`config.mk`:
```
export PLATFORM = sky130hd
export DESIGN_NAME = adc_scan_scheduler
export DESIGN_NICKNAME = d
export VERILOG_FILES = /design/src/rtl/adc_scan_scheduler.sv
export SDC_FILE = /design/constraint.sdc
export NUM_CORES = 1
export LEC_CHECK = 0
export BUFFER_PORTS_ARGS = -buffer_cell sky130_fd_sc_hd__buf_4
export CORE_UTILIZATION = 30
export DETAILED_ROUTE_END_ITERATION = 12
export GPL_ROUTABILITY_DRIVEN = 0
export PLACE_DENSITY = 0.57
export SYNTH_ARGS = -nofsm -noshare
export SYNTH_HDL_FRONTEND = slang
export SYNTH_SLANG_ARGS = --single-unit
```
`constraint.sdc`:
```
create_clock -name i_clk -period 2.87 [get_ports i_clk]
set_input_delay 0.574 -clock i_clk [delete_from_list [all_inputs] [get_ports i_clk]]
set_output_delay 0.574 -clock i_clk [all_outputs]
set_load 0.005 [all_outputs]
```
`src/rtl/adc_scan_scheduler.sv`:
```
// adc_scan_scheduler
//   Round-robin scan sequencer for a pipelined SPI ADC receiver. Each frame
//   builds an 8-bit config word for the next enabled channel and pulses it into
//   the receiver once every SAMPLE_PERIOD clocks. The result returned during
//   frame k belongs to the config sent in frame k-1, and it is published
//   together with that channel.
//
// Ports
//   i_clk, i_rst       clock, asynchronous active-high reset
//   i_enable           run scan; when low, the current frame finishes and the block idles
//   i_ch_mask[7:0]     channel enables, bit n = channel n
//   i_uni              UNI bit of the config word
//   i_err_clr          clears o_timeout_err (a timeout in the same cycle wins)
//   o_tx_bits[7:0]     config word, held from o_tx_dv until the next frame
//   o_tx_dv            one-cycle frame start pulse
//   i_rx_dv, i_rx_data receiver result strobe and 12-bit data
//   o_sample_dv/ch/data published sample, paired with its channel
//   o_scan_done        with o_sample_dv when the channel is the highest enabled one
//   o_busy             state is not IDLE
//   o_timeout_err      sticky receiver timeout flag
//
// state       | meaning
// ------------+-----------------------------------------------------------
// IDLE        | stopped; starts when enabled with a non-empty mask
// ISSUE       | frame start cycle, o_tx_dv high, frame counter at 0
// WAIT_RX     | waiting for the receiver result or the timeout
// PERIOD_WAIT | waiting for the sample period to expire
module adc_scan_scheduler #(
    parameter int SAMPLE_PERIOD = 5000,
    parameter int TIMEOUT       = 4096
) (
    input  logic        i_clk,
    input  logic        i_rst,
    input  logic        i_enable,
    input  logic [7:0]  i_ch_mask,
    input  logic        i_uni,
    input  logic        i_err_clr,
    output logic [7:0]  o_tx_bits,
    output logic        o_tx_dv,
    input  logic        i_rx_dv,
    input  logic [11:0] i_rx_data,
    output logic        o_sample_dv,
    output logic [2:0]  o_sample_ch,
    output logic [11:0] o_sample_data,
    output logic        o_scan_done,
    output logic        o_busy,
    output logic        o_timeout_err
);

    localparam int CW = $clog2(SAMPLE_PERIOD);

    localparam logic [1:0] ST_IDLE        = 2'd0;
    localparam logic [1:0] ST_ISSUE       = 2'd1;
    localparam logic [1:0] ST_WAIT_RX     = 2'd2;
    localparam logic [1:0] ST_PERIOD_WAIT = 2'd3;

    logic [1:0]    state;
    logic [2:0]    cur_ch;
    logic [2:0]    sent_last;
    logic [2:0]    sent_prev;
    logic          prime;
    logic [CW-1:0] frame_cnt;

    logic [2:0]    sel_ch;
    logic          start_ok;
    logic          period_end;
    logic          timeout_hit;
    logic          go_issue;

    function automatic logic [2:0] lowest_ch(input logic [7:0] m);
        logic [2:0] r;
        r = 3'd0;
        for (int i = 7; i >= 0; i--) begin
            if (m[i]) r = i[2:0];
        end
        return r;
    endfunction

    function automatic logic [2:0] highest_ch(input logic [7:0] m);
        logic [2:0] r;
        r = 3'd0;
        for (int i = 0; i < 8; i++) begin
            if (m[i]) r = i[2:0];
        end
        return r;
    endfunction

    // Next enabled channel strictly above c, wrapping to the lowest enabled one.
    function automatic logic [2:0] next_ch(input logic [2:0] c, input logic [7:0] m);
        logic [2:0] r;
        r = lowest_ch(m);
        for (int i = 7; i >= 0; i--) begin
            if (m[i] && (i > int'(c))) r = i[2:0];
        end
        return r;
    endfunction

    function automatic logic [7:0] cfg_word(input logic [2:0] ch, input logic uni);
        return {1'b1, ch[0], ch[2:1], uni, 1'b0, 2'b00};
    endfunction

    // One counter serves both the period and the timeout: both restart at ISSUE.
    always_comb begin
        start_ok    = i_enable && (i_ch_mask != 8'h00);
        period_end  = (state == ST_PERIOD_WAIT) && (frame_cnt == CW'(SAMPLE_PERIOD - 1));
        timeout_hit = (state == ST_WAIT_RX) && !i_rx_dv && (frame_cnt == CW'(TIMEOUT - 1));
        go_issue    = start_ok && ((state == ST_IDLE) || period_end);
        // A channel disabled since it was queued is skipped before it is sent.
        if (state == ST_IDLE) begin
            sel_ch = lowest_ch(i_ch_mask);
        end else if (i_ch_mask[cur_ch]) begin
            sel_ch = cur_ch;
        end else begin
            sel_ch = next_ch(cur_ch, i_ch_mask);
        end
    end

    always_ff @(posedge i_clk or posedge i_rst) begin
        if (i_rst) begin
            state         <= ST_IDLE;
            cur_ch        <= 3'd0;
            sent_last     <= 3'd0;
            sent_prev     <= 3'd0;
            prime         <= 1'b0;
            frame_cnt     <= '0;
            o_tx_bits     <= 8'h00;
            o_sample_dv   <= 1'b0;
            o_sample_ch   <= 3'd0;
            o_sample_data <= 12'h000;
            o_scan_done   <= 1'b0;
            o_timeout_err <= 1'b0;
        end else begin
            o_sample_dv <= 1'b0;
            o_scan_done <= 1'b0;

            if (state != ST_IDLE) frame_cnt <= frame_cnt + 1'b1;

            if (i_err_clr) o_timeout_err <= 1'b0;

            case (state)
                ST_ISSUE: state <= ST_WAIT_RX;
                ST_WAIT_RX: begin
                    if (i_rx_dv) begin
                        // Data in this frame answers the config sent one frame earlier.
                        if (prime) begin
                            o_sample_dv   <= 1'b1;
                            o_sample_ch   <= sent_prev;
                            o_sample_data <= i_rx_data;
                            o_scan_done   <= (sent_prev == highest_ch(i_ch_mask));
                        end
                        prime <= 1'b1;
                        state <= ST_PERIOD_WAIT;
                    end else if (timeout_hit) begin
                        o_timeout_err <= 1'b1;
                        prime         <= 1'b0;
                        state         <= ST_PERIOD_WAIT;
                    end
                end
                ST_PERIOD_WAIT: begin
                    if (period_end && !start_ok) begin
                        state <= ST_IDLE;
                        prime <= 1'b0;
                    end
                end
                default: ;
            endcase

            if (go_issue) begin
                state     <= ST_ISSUE;
                frame_cnt <= '0;
                o_tx_bits <= cfg_word(sel_ch, i_uni);
                sent_prev <= sent_last;
                sent_last <= sel_ch;
                cur_ch    <= next_ch(sel_ch, i_ch_mask);
            end
        end
    end

    assign o_tx_dv = (state == ST_ISSUE);
    assign o_busy  = (state != ST_IDLE);

endmodule

```
==> key figures, run 1 <==
Run
  • Max-cap violation count: 0

Clock tree
  • Clk_lat worst skew: 0.30 ns
  • Clk pin slew, worst setup/hold paths: 0.09 ns
  • Clock buffer depth: 2
  • CTS H-tree depth: 2
  • Clk sink count: 45
  • Post-cts sizing count: 0
  • Root Buffer: clkbuf_8
  • Setup bufs post-CTS: 0
  • Cts bufs inserted: 5
  • CTS tree: done
  • Cts hold-fix bufs: 0

Power and ir drop
  • Peak supply drop: 0.000318 V
  • Pwr per Cell Area: 660 mW/mm^2
  • LEAKAGE: 1.47 nW

Synthesis
  • Post-Synthesis Cells: 277
  • Avg Cell Area, Syn: 9.12 sq um
  • Netlist cell types: 52
  • Synth Area in Compound Gates: 16.9%
  • Synth Cell Area: 0.00253 sq mm
  • Multiplexer share of the synthesized area: 7.92%
  • Register area share after synthesis: 44.6%
  • Post-Synth Simple-Gate Area: 20.8%
  • Synth Flop Type: dfrtp_1
  • Register bit total from synthesis: 45
  • Fraction of the mapped netlist area in adder cells: 0.495%
  • Combinational family with the most area after synthesis: simple AND/OR/NAND/NOR gates
  • Number of synthesized flops with an enable pin: 0
  • Synth warnings: 0
  • XOR/XNOR share of the synthesized area: 4.85%
  • Synth async-reset ratio: 100%

Cells and area
  • Share of cells above drive strength 1: 25.8%
  • Final core utilization: 38.2%
  • Fillers: 842
  • Final instance area: 0.00312 sq mm
  • Most frequent cells in the layout: buf_4 (57), dfrtp_1 (45), nand2_1 (35)
  • Commonest non-fill, non-tap cell in the layout: buf_4
  • Diodes inserted: 0
  • Area Overhead vs Synth: 23.5%
  • Layout Nets: 356

STA
  • Slew of the pin with the lowest slew margin: 0.903 ns
  • Fmax: 369 MHz
  • Final setup fails: 0
  • Final period utilization: 94.5%
  • Setup TNS: 0 ns
  • Clock Skews: 0.00830 ns
  • Final Hold Fails: 0
  • Min cycle time layout: 2.71 ns
  • Unrepaired setup endpoints after global routing: no
  • Slew headroom: 39.7%
  • Fin. max-slew vios: 0

Detailed routing
  • DR vias/cell: 5.09
  • Iteration count of the initial detailed-routing pass: 4
  • Via Count: 2,215
  • Antenna viol nets, final: 0
  • Detailed Route Iter0 Violations: 127
  • Drt drc: 0
  • DR WL/cell: 14.0 microns
  • Drt total wl: 6080 microns

Worst setup path
  • Crit path max fanout: 13
  • Critical Path End Type: register
  • RR Endpoint: cur_ch[1]$_DFFE_PP0P_
  • Worst Setup Start Kind: register
  • WP data required: 3.06 ns
  • Reg-to-Reg Start: cur_ch[0]$_DFFE_PP0P_
  • Worst R2R Path Depth: 8
  • R2R setup slack: 0.16 ns
  • Setup Crit Path Kind: register to register
  • WP data arrival: 2.90 ns

Global routing
  • Grt ovf: 0
  • Vias in the first global route: 2,154
  • GRT Total Usage: 14.7%
  • Global-route wire length before repair: 10,400 microns
  • Largest net degree at the start of global routing: 46
  • Initial antenna violation count: 0

Floorplanning
  • Die W: 93.8 microns
  • Num rows: 33
  • # IOs: 54
  • Initial Utilization: 30.9%
  • CORE AREA: 0.00818 sq mm
  • Die height: 93.8 microns
  • Die Footprint: 0.00879 sq mm

Worst hold path
  • Hold Crit Class: primary input to register
  • WHS Path Cells: 2
  • Hold path startpoint: i_err_clr
  • Hold endpoint: o_timeout_err$_DFF_PP0_

Placement
  • Post-detailed-placement half-perimeter wirelength: 4420 microns
  • Cell Area, Placed: 0.00302 sq mm
  • # port buffers: 50

Run status
  • Outcome: completed
## power breakdown
group | switching, mW | internal, mW
combinational | 0.386 | 0.362
sequential | 0.152 | 0.746
clock | 0.216 | 0.195
total | 0.755 | 1.30
## cell type report
cell class	count	area (sq um)	share of cell area, %
repair buffers	57	428	13.7
inverters	11	41.3	1.32
clock buffers	6	82.6	2.65
multi-input cells	209	1300	41.6
well taps	105	131	4.21
flip-flops and latches	45	1130	36.1
clock inverters	2	13.8	0.441
## state kept, by name (all words and copies together) (netlist names)
name and count:
cur_ch 3, frame_cnt 13, o_sample_ch 3, o_sample_data 12, o_sample_dv 1, o_scan_done 1, o_timeout_err 1, o_tx_bits 3
prime 1, sent_last 2, sent_prev 3, state 2
## metal layers
metal	GRT usage (%)	share of wire (%)	up-vias
met1	20.0	48	1068
met5	0	0	-
met3	2.02	3.7	10
met4	3.46	1.4	0
met2	24.5	47	62
li1	-	-	1075
## how the worst max path moves through the flow
stage                     cells after the start               endpoint                  start  slack, ns
after floorplan                               9  cur_ch[2]$_DFFE_PP0P_           i_ch_mask[4]       0.36
after global placement                        9  cur_ch[1]$_DFFE_PP0P_           i_ch_mask[3]       0.19
after detailed placement                     10  cur_ch[2]$_DFFE_PP0P_           i_ch_mask[3]       0.18
after CTS                                     8  cur_ch[1]$_DFFE_PP0P_  cur_ch[0]$_DFFE_PP0P_       0.19
after global routing                          8  cur_ch[2]$_DFFE_PP0P_  cur_ch[1]$_DFFE_PP0P_       0.02
final                                         8  cur_ch[1]$_DFFE_PP0P_  cur_ch[0]$_DFFE_PP0P_       0.16
## critical path, stage by stage (launching register included)
cell and delay, ns:
dfrtp_1 0.61, mux2_2 0.38, nand3_1 0.15, o311a_1 0.23, nand2_1 0.06, o221ai_1 0.54, a31oi_1 0.29, a32oi_1 0.26
nand2_1 0.08
## cell usage after synthesis (all sizes together), types with 3 or more instances
master / n / area (sq um)
clkbuf: 7 / 26.3
mux2: 16 / 180
dfrtp: 45 / 1130
a31oi: 7 / 43.8
nand4: 4 / 25.0
xor2: 9 / 78.8
inv: 11 / 41.3
nor3: 4 / 20.0
nor2: 32 / 120
buf: 7 / 42.5
nand3: 8 / 40.0
or2: 3 / 18.8
nand2b: 3 / 18.8
nor2b: 8 / 50.1
a22o: 4 / 35.0
nand2: 35 / 131
xnor2: 5 / 43.8
o21a: 3 / 22.5
o21ai: 14 / 70.1
a21oi: 10 / 50.1
## cell families after synthesis
group | Yosys count
muxes | 18
and+or+nand+nor | 110
other | 1
xor gates and xnor gates | 14
buffers and inverters | 25
adders and majority gates | 1
DFF | 45
AOI/OAI and AO/OA | 63
## through the flow
| step | cells | hold WS [ns] | worst slack [ns] | power (mW) |
|---|---|---|---|---|
| floorplan | 279 | 0.459 | 0.355 | 1.40 |
| finish | 435 | 0.465 | 0.158 | 2.06 |
| detailed placement | 427 | 0.469 | 0.180 | 1.65 |
| CTS | 435 | 0.463 | 0.193 | 2.06 |
| global route | 435 | 0.440 | 0.0201 | 2.22 |
| global placement | 427 | 0.464 | 0.191 | 1.64 |
Note: power is estimated with default switching activity, not from simulation.
==> run 2: changes to the inputs <==
--- a/config.mk
+++ b/config.mk
@@ -5,11 +5,12 @@
 export SDC_FILE = /design/constraint.sdc
 export NUM_CORES = 1
 export LEC_CHECK = 0
+export ABC_AREA = 1
 export BUFFER_PORTS_ARGS = -buffer_cell sky130_fd_sc_hd__buf_4
-export CORE_UTILIZATION = 30
+export CORE_UTILIZATION = 50
 export DETAILED_ROUTE_END_ITERATION = 12
 export GPL_ROUTABILITY_DRIVEN = 0
-export PLACE_DENSITY = 0.57
+export PLACE_DENSITY = 0.82
 export SYNTH_ARGS = -nofsm -noshare
 export SYNTH_HDL_FRONTEND = slang
 export SYNTH_SLANG_ARGS = --single-unit
==> run 2 against run 1 <==
Effect of this change:
- combinational power up 48%
- synthesized area down 2.0%
- clock-buffer cell count shrank 1
- sequential share of layout area up 1.5 points
- critical path depth grew 9
- synthesized cell count is 24% higher
- critical path type is now primary input to register
- largest cell class is now flip-flops and latches
==> key figures, run 2 <==
Cells and area
  • Diodes inserted: 0
  • Commonest non-fill, non-tap cell in the layout: nand2_1
  • Fillers: 433
  • Flip-flop count of the largest register after layout: 13
  • Most frequent cells in the layout: nand2_1 (117), buf_4 (53), inv_1 (49)
  • Layout Nets: 423
  • Largest registers: frame_cnt x13, o_sample_data x12
  • Register with the most flip-flops: frame_cnt
  • Share of cells above drive strength 1: 18.4%
  • Area Overhead vs Synth: 21.1%

Power and ir drop
  • NetSw: 1.03 mW
  • Design Power: 2.53 mW
  • LEAKAGE: 1.61 nW
  • Internal: 1.50 mW
  • Net Sw Frac: 40.8%
  • Clock share of power: 16.0%
  • Share of power burned in registers: 40.2%
  • Comb power frac: 43.8%
  • Pwr per Cell Area: 843 mW/mm^2
  • Peak supply drop: 0.000474 V

Floorplanning
  • Initial Utilization: 52.1%
  • # IOs: 54
  • Die W: 72.4 microns
  • Die Footprint: 0.00524 sq mm
  • Die height: 72.4 microns
  • Num rows: 25
  • CORE AREA: 0.00475 sq mm

Worst setup path
  • Crit path max fanout: 11
  • Buf+Inv Stages, Crit Path: 5
  • Crit-path max cell delay: 0.23 ns
  • Critical Path End Type: register
  • Crit path max-delay family: simple AND/OR/NAND/NOR gates
  • CP max stage cell: nor2_1
  • WP data arrival: 2.67 ns
  • Worst-path cell chain: buf_4 -> inv_1 -> nand2_1 -> nor3_1 -> nand3_1 -> nand2_1 -> inv_1 -> nor2_1 -> inv_1 -> nand4_1 -> nor2_1 -> inv_1 -> nor2_1 -> nand3_1 -> nor2_1 -> a21oi_1 -> nor3_1
  • WP data required: 3.06 ns
  • Worst Setup Start Kind: primary input
  • Setup Crit Path Kind: primary input to register

Synthesis
  • Synth Cell Area: 0.00247 sq mm
  • Register area share after synthesis: 45.5%
  • Number of synthesized flops with an enable pin: 0
  • XOR/XNOR share of the synthesized area: 0.708%
  • Synth Area in Compound Gates: 13.7%
  • Top cells by count, synth: nand2_1 (117), inv_1 (50), dfrtp_1 (45)
  • Post-Synth Simple-Gate Area: 29.3%
  • Netlist cell types: 34
  • Largest area contributor in the netlist: dfrtp_1
  • Register bit total from synthesis: 45
  • Synth async-reset ratio: 100%
  • Avg Cell Area, Syn: 7.19 sq um
  • Fraction of the mapped netlist area in adder cells: 0.506%
  • Count leader, synth: nand2_1
  • Synth top area share: 45.5%
  • Multiplexer share of the synthesized area: 0%
  • Synth warnings: 0
  • Combinational family with the most area after synthesis: simple AND/OR/NAND/NOR gates
  • Top cells by area, synth: dfrtp_1 (46%), nand2_1 (18%), inv_1 (7.6%)
  • Post-Synthesis Cells: 344
  • Synth Flop Type: dfrtp_1

Clock tree
  • Post-cts sizing count: 0
  • Cts hold-fix bufs: 0
  • Setup bufs post-CTS: 0
  • CTS tree: done
  • Clock buffer depth: 2
  • Clk_lat worst skew: 0.30 ns
  • Clk sink count: 45
  • Root Buffer: clkbuf_8
  • Clk pin slew, worst setup/hold paths: 0.09 ns
  • CTS H-tree depth: 2
  • Cts bufs inserted: 5

STA
  • Clock Skews: 0.00701 ns
  • Min cycle time layout: 2.48 ns
  • Slew headroom: 40.5%
  • Unrepaired setup endpoints after global routing: no
  • Setup TNS: 0 ns
  • Fin. max-slew vios: 0
  • Slew of the pin with the lowest slew margin: 0.888 ns
  • Final setup fails: 0
  • Fmax: 404 MHz
  • Final Hold Fails: 0
  • Final period utilization: 86.3%

Detailed routing
  • Iteration count of the initial detailed-routing pass: 4
  • Via Count: 2,402
  • Antenna viol nets, final: 0
  • Drt drc: 0
  • DR vias/cell: 5.18
  • Drt total wl: 5660 microns
  • Detailed Route Iter0 Violations: 210
  • DR WL/cell: 12.2 microns

Global routing
  • Largest net degree at the start of global routing: 27
  • Vias in the first global route: 2,159
  • GRT Total Usage: 22.6%
  • Grt ovf: 0
  • Initial antenna violation count: 0
  • Global-route wire length before repair: 9270 microns

Worst hold path
  • Hold Crit Class: primary input to asynchronous set/reset pin

Placement
  • Post-detailed-placement half-perimeter wirelength: 4320 microns
  • # port buffers: 50

Run
  • Max-cap violation count: 0

Run status
  • Outcome: completed
[run 2: changes by cell type in the layout (fill, tap and decap cells not counted), sizes merged, moves of 8 or more]
cell / change
o21ai: +15
nor2b: -8
nor2: -10
nand2: +83
mux2: -16
inv: +41
[run 2: final timing paths]
| kind | from | endpoint | slack, ns | cells past startpoint |
|---|---|---|---|---|
| hold / removal | i_rst | o_sample_ch[2]$_DFFE_PP0P_ | 0.35 | 2 |
| hold reg to reg | o_sample_data[0]$_DFFE_PP0P_ | o_sample_data[0]$_DFFE_PP0P_ | 0.49 | 2 |
| setup / recovery | i_ch_mask[2] | frame_cnt[11]$_DFFE_PP0P_ | 0.39 | 17 |
| min in group i_clk | i_err_clr | o_timeout_err$_DFF_PP0_ | 0.44 | 2 |
| setup reg to reg | cur_ch[0]$_DFFE_PP0P_ | cur_ch[1]$_DFFE_PP0P_ | 0.44 | 15 |
| max in group asynchronous | i_rst | prime$_DFFE_PP0P_ | 1.81 | 3 |
[run 2: logic make-up after synthesis]
| logic type | Yosys count |
|---|---|
| XOR/XNOR | 2 |
| flip-flops | 45 |
| AND/OR/NAND/NOR | 175 |
| other | 1 |
| buffers and inverters | 62 |
| adder cells (fa/ha/maj) | 1 |
| AO/OA/AOI/OAI | 58 |
[run 2: power by group through the flow]
stage / logic, mW / clock network [mW] / registers [mW]
after global routing: 1.25 / 0.432 / 1.04
after detailed placement: 1.10 / 0 / 1.02
after CTS: 1.10 / 0.407 / 1.01
final: 1.11 / 0.405 / 1.01
after floorplan: 0.745 / 0 / 0.999
after global placement: 1.06 / 0 / 1.02
[run 2: metal layers]
layer	global-route usage, %	wire length (microns)	vias up
met4	10.0	124	0
met2	36.6	2580	96
met1	30.2	2610	1097
met3	3.47	348	15
met5	0	0	-
li1	-	-	1194
[run 2: layout make-up]
| type | instances | area [sq um] | share of cell area (%) |
|---|---|---|---|
| sequential | 45 | 1130 | 37.6 |
| inverter | 52 | 195 | 6.51 |
| clock inverter | 3 | 21.3 | 0.710 |
| multi-input combinational | 239 | 1100 | 36.9 |
| tap | 67 | 83.8 | 2.80 |
| clock buffer | 5 | 68.8 | 2.30 |
| timing repair buffer | 53 | 398 | 13.3 |
[run 2: per-stage QoR]
| stage | utilization (%) | hold WS, ns | worst slack, ns | std cells | area (sq um) |
|---|---|---|---|---|---|
| 2_1_floorplan | - | 0.452 | 0.659 | 346 | 2480 |
| 3_3_place_gp | 61.2 | 0.455 | 0.193 | 456 | 2910 |
| 3_5_place_dp | 61.2 | 0.467 | 0.138 | 456 | 2910 |
| 4_1_cts | 63.1 | 0.379 | 0.457 | 464 | 3000 |
| 5_1_grt | 63.1 | 0.422 | 0.158 | 464 | 3000 |
| 6_report | 63.1 | 0.351 | 0.394 | 464 | 3000 |
==> run 3: changes to the inputs <==
--- a/config.mk
+++ b/config.mk
@@ -11,6 +11,7 @@
 export DETAILED_ROUTE_END_ITERATION = 12
 export GPL_ROUTABILITY_DRIVEN = 0
 export PLACE_DENSITY = 0.82
+export REMOVE_ABC_BUFFERS = 1
 export SYNTH_ARGS = -nofsm -noshare
 export SYNTH_HDL_FRONTEND = slang
 export SYNTH_SLANG_ARGS = --single-unit
==> run 3 against run 2 <==
Effect of this change:
- non-clock buffer count is 1 higher
- sequential power about the same
- clock skew is 0.0033 ns lower
- critical path depth increased by 3
- die area did not move
- combinational power about the same
- clock-buffer cell count grew 2
- sequential cell count stayed put
- fmax decreased by 2.5%
- critical endpoint is now cur_ch[0]$_DFFE_PP0P_
- largest cell class unchanged
==> key figures, run 3 (synthesis gave the netlist of run 2 again) <==
Floorplanning
  • Die height: 72.4 microns
  • Die Footprint: 0.00524 sq mm
  • Num rows: 25
  • CORE AREA: 0.00475 sq mm
  • Initial Utilization: 52.1%
  • # IOs: 54
  • Die W: 72.4 microns

Placement
  • Placed cell count: 457
  • # port buffers: 50
  • Post-detailed-placement half-perimeter wirelength: 4300 microns

Global routing
  • Global-route wire length before repair: 9520 microns
  • Vias in the first global route: 2,134
  • Initial antenna violation count: 0
  • Largest net degree at the start of global routing: 28
  • Grt ovf: 0
  • GRT Total Usage: 23.5%

Clock tree
  • Clk pin slew, worst setup/hold paths: 0.08 ns
  • Cts bufs inserted: 5
  • Clk sink count: 45
  • Root Buffer: clkbuf_8
  • Clk_lat worst skew: 0.29 ns
  • CTS tree: done
  • Cts hold-fix bufs: 0
  • Clock buffer depth: 2
  • Setup bufs post-CTS: 0
  • CTS H-tree depth: 2

Worst setup path
  • Critical Path End Type: register
  • Setup Crit Path Kind: register to register
  • WP data arrival: 2.73 ns
  • Worst Setup Start Kind: register
  • Reg-to-Reg Start: cur_ch[0]$_DFFE_PP0P_
  • Crit path max fanout: 10
  • Worst Setup SP: cur_ch[0]$_DFFE_PP0P_
  • WP data required: 3.06 ns

Detailed routing
  • Detailed Route Iter0 Violations: 129
  • Antenna viol nets, final: 0
  • Drt total wl: 5700 microns
  • Via Count: 2,365
  • DR vias/cell: 5.09
  • Drt drc: 0
  • DR WL/cell: 12.2 microns
  • Iteration count of the initial detailed-routing pass: 4

Power and ir drop
  • Peak supply drop: 0.000372 V
  • Share of power burned in registers: 38.9%
  • Comb power frac: 42.6%
  • Internal: 1.61 mW
  • Clock share of power: 18.6%
  • Net Sw Frac: 38.6%
  • NetSw: 1.01 mW
  • Pwr per Cell Area: 863 mW/mm^2
  • LEAKAGE: 1.63 nW

Cells and area
  • Non-Filler Instances: 465
  • Final core utilization: 63.8%
  • Largest registers: frame_cnt x13, o_sample_data x12
  • Share of cells above drive strength 1: 18.6%
  • Layout Nets: 424
  • Fillers: 427
  • Register with the most flip-flops: frame_cnt
  • Commonest non-fill, non-tap cell in the layout: nand2_1
  • Most frequent cells in the layout: nand2_1 (117), buf_4 (54), inv_1 (49)
  • Area Overhead vs Synth: 22.6%
  • Diodes inserted: 0
  • Flip-flop count of the largest register after layout: 13

Run
  • Max-cap violation count: 0

STA
  • Final setup fails: 0
  • Fin. max-slew vios: 0
  • Unrepaired setup endpoints after global routing: no
  • Slew of the pin with the lowest slew margin: 0.929 ns
  • Slew headroom: 37.7%
  • Clock Skews: 0.00375 ns
  • Setup TNS: 0 ns
  • Final period utilization: 88.5%
  • Fmax: 394 MHz
  • Final Hold Fails: 0
  • Min cycle time layout: 2.54 ns

Run status
  • Outcome: completed

Worst hold path
  • Hold Crit Class: primary input to asynchronous set/reset pin
-- run 3: changes by cell type in the layout (fill, tap and decap cells not counted), sizes merged --
| cell | change |
|---|---|
| bufinv | +1 |
| buf | +1 |
| clkinvlp | -1 |
| clkinv | -1 |
| clkbuf | +2 |
| inv | -1 |
-- run 3: power groups by stage --
| stage | Combinational [mW] | Clock (mW) | Sequential [mW] |
|---|---|---|---|
| 6_report | 1.11 | 0.487 | 1.02 |
| 5_1_grt | 1.28 | 0.526 | 1.05 |
| 4_1_cts | 1.11 | 0.500 | 1.01 |
| 3_5_place_dp | 1.10 | 0 | 1.02 |
| 3_3_place_gp | 1.07 | 0 | 1.02 |
| 2_1_floorplan | 0.718 | 0 | 1.01 |
-- run 3: layout make-up --
cell class	count	area, sq um	area share, %
well taps	67	83.8	2.76
clock buffers	7	86.3	2.85
inverters	52	195	6.43
clock inverters	1	30.0	0.990
multi-input cells	239	1110	36.5
repair buffers	54	405	13.4
flip-flops and latches	45	1130	37.1
-- run 3: stage by stage --
step / setup slack (ns) / hold WS (ns) / cell area, sq um / total power [mW]
floorplan: 0.638 / 0.452 / 2430 / 1.73
global placement: 0.150 / 0.453 / 2920 / 2.10
detailed placement: 0.0587 / 0.457 / 2920 / 2.13
CTS: 0.0144 / 0.389 / 3030 / 2.62
global route: 0.157 / 0.430 / 3030 / 2.85
finish: 0.331 / 0.373 / 3030 / 2.62
-- run 3: routing by layer --
| layer | track usage [%] | wire length (microns) | vias up | part of all wire, % |
|---|---|---|---|---|
| met5 | 0 | 0 | - | 0 |
| met1 | 30.2 | 2600 | 1067 | 46 |
| met2 | 40.3 | 2620 | 87 | 46 |
| li1 | - | - | 1199 | - |
| met4 | 6.10 | 116 | 0 | 2.0 |
| met3 | 5.00 | 354 | 12 | 6.2 |
-- run 3: worst max-delay path: stages, from the launching register on --
cell      delay [ns]
dfrtp_1         0.50
inv_2           0.16
nand2_1         0.06
nand3_1         0.07
o21ai_1         0.07
nand2_1         0.10
nand2_1         0.11
nor2_2          0.13
nand2_1         0.08
o211ai_2        0.23
nand2_2         0.17
nor2_2          0.14
nand2_1         0.10
nand2_1         0.07
nand2_1         0.04
nand2_1         0.08
nand2_1         0.06
nand2_1         0.06
nand2_1         0.06
nand2_1         0.09
a21oi_2         0.05
-- run 3: timing repair --
item | in CTS | in global routing
setup endpoints to repair | 0 | 13
gates resized for setup | 0 | 1
hold endpoints to repair | 0 | 0
-- run 3: final timing paths --
kind | slack (ns) | end | depth (start not counted)
min reg2reg | 0.47 | o_tx_bits[7]$_DFFE_PP0P_ | 1
min in group i_clk | 0.45 | o_timeout_err$_DFF_PP0_ | 2
max | 0.33 | cur_ch[0]$_DFFE_PP0P_ | 20
min | 0.37 | frame_cnt[8]$_DFFE_PP0P_ | 2
max in group asynchronous | 1.79 | prime$_DFFE_PP0P_ | 3
max reg2reg | 0.33 | cur_ch[0]$_DFFE_PP0P_ | 20
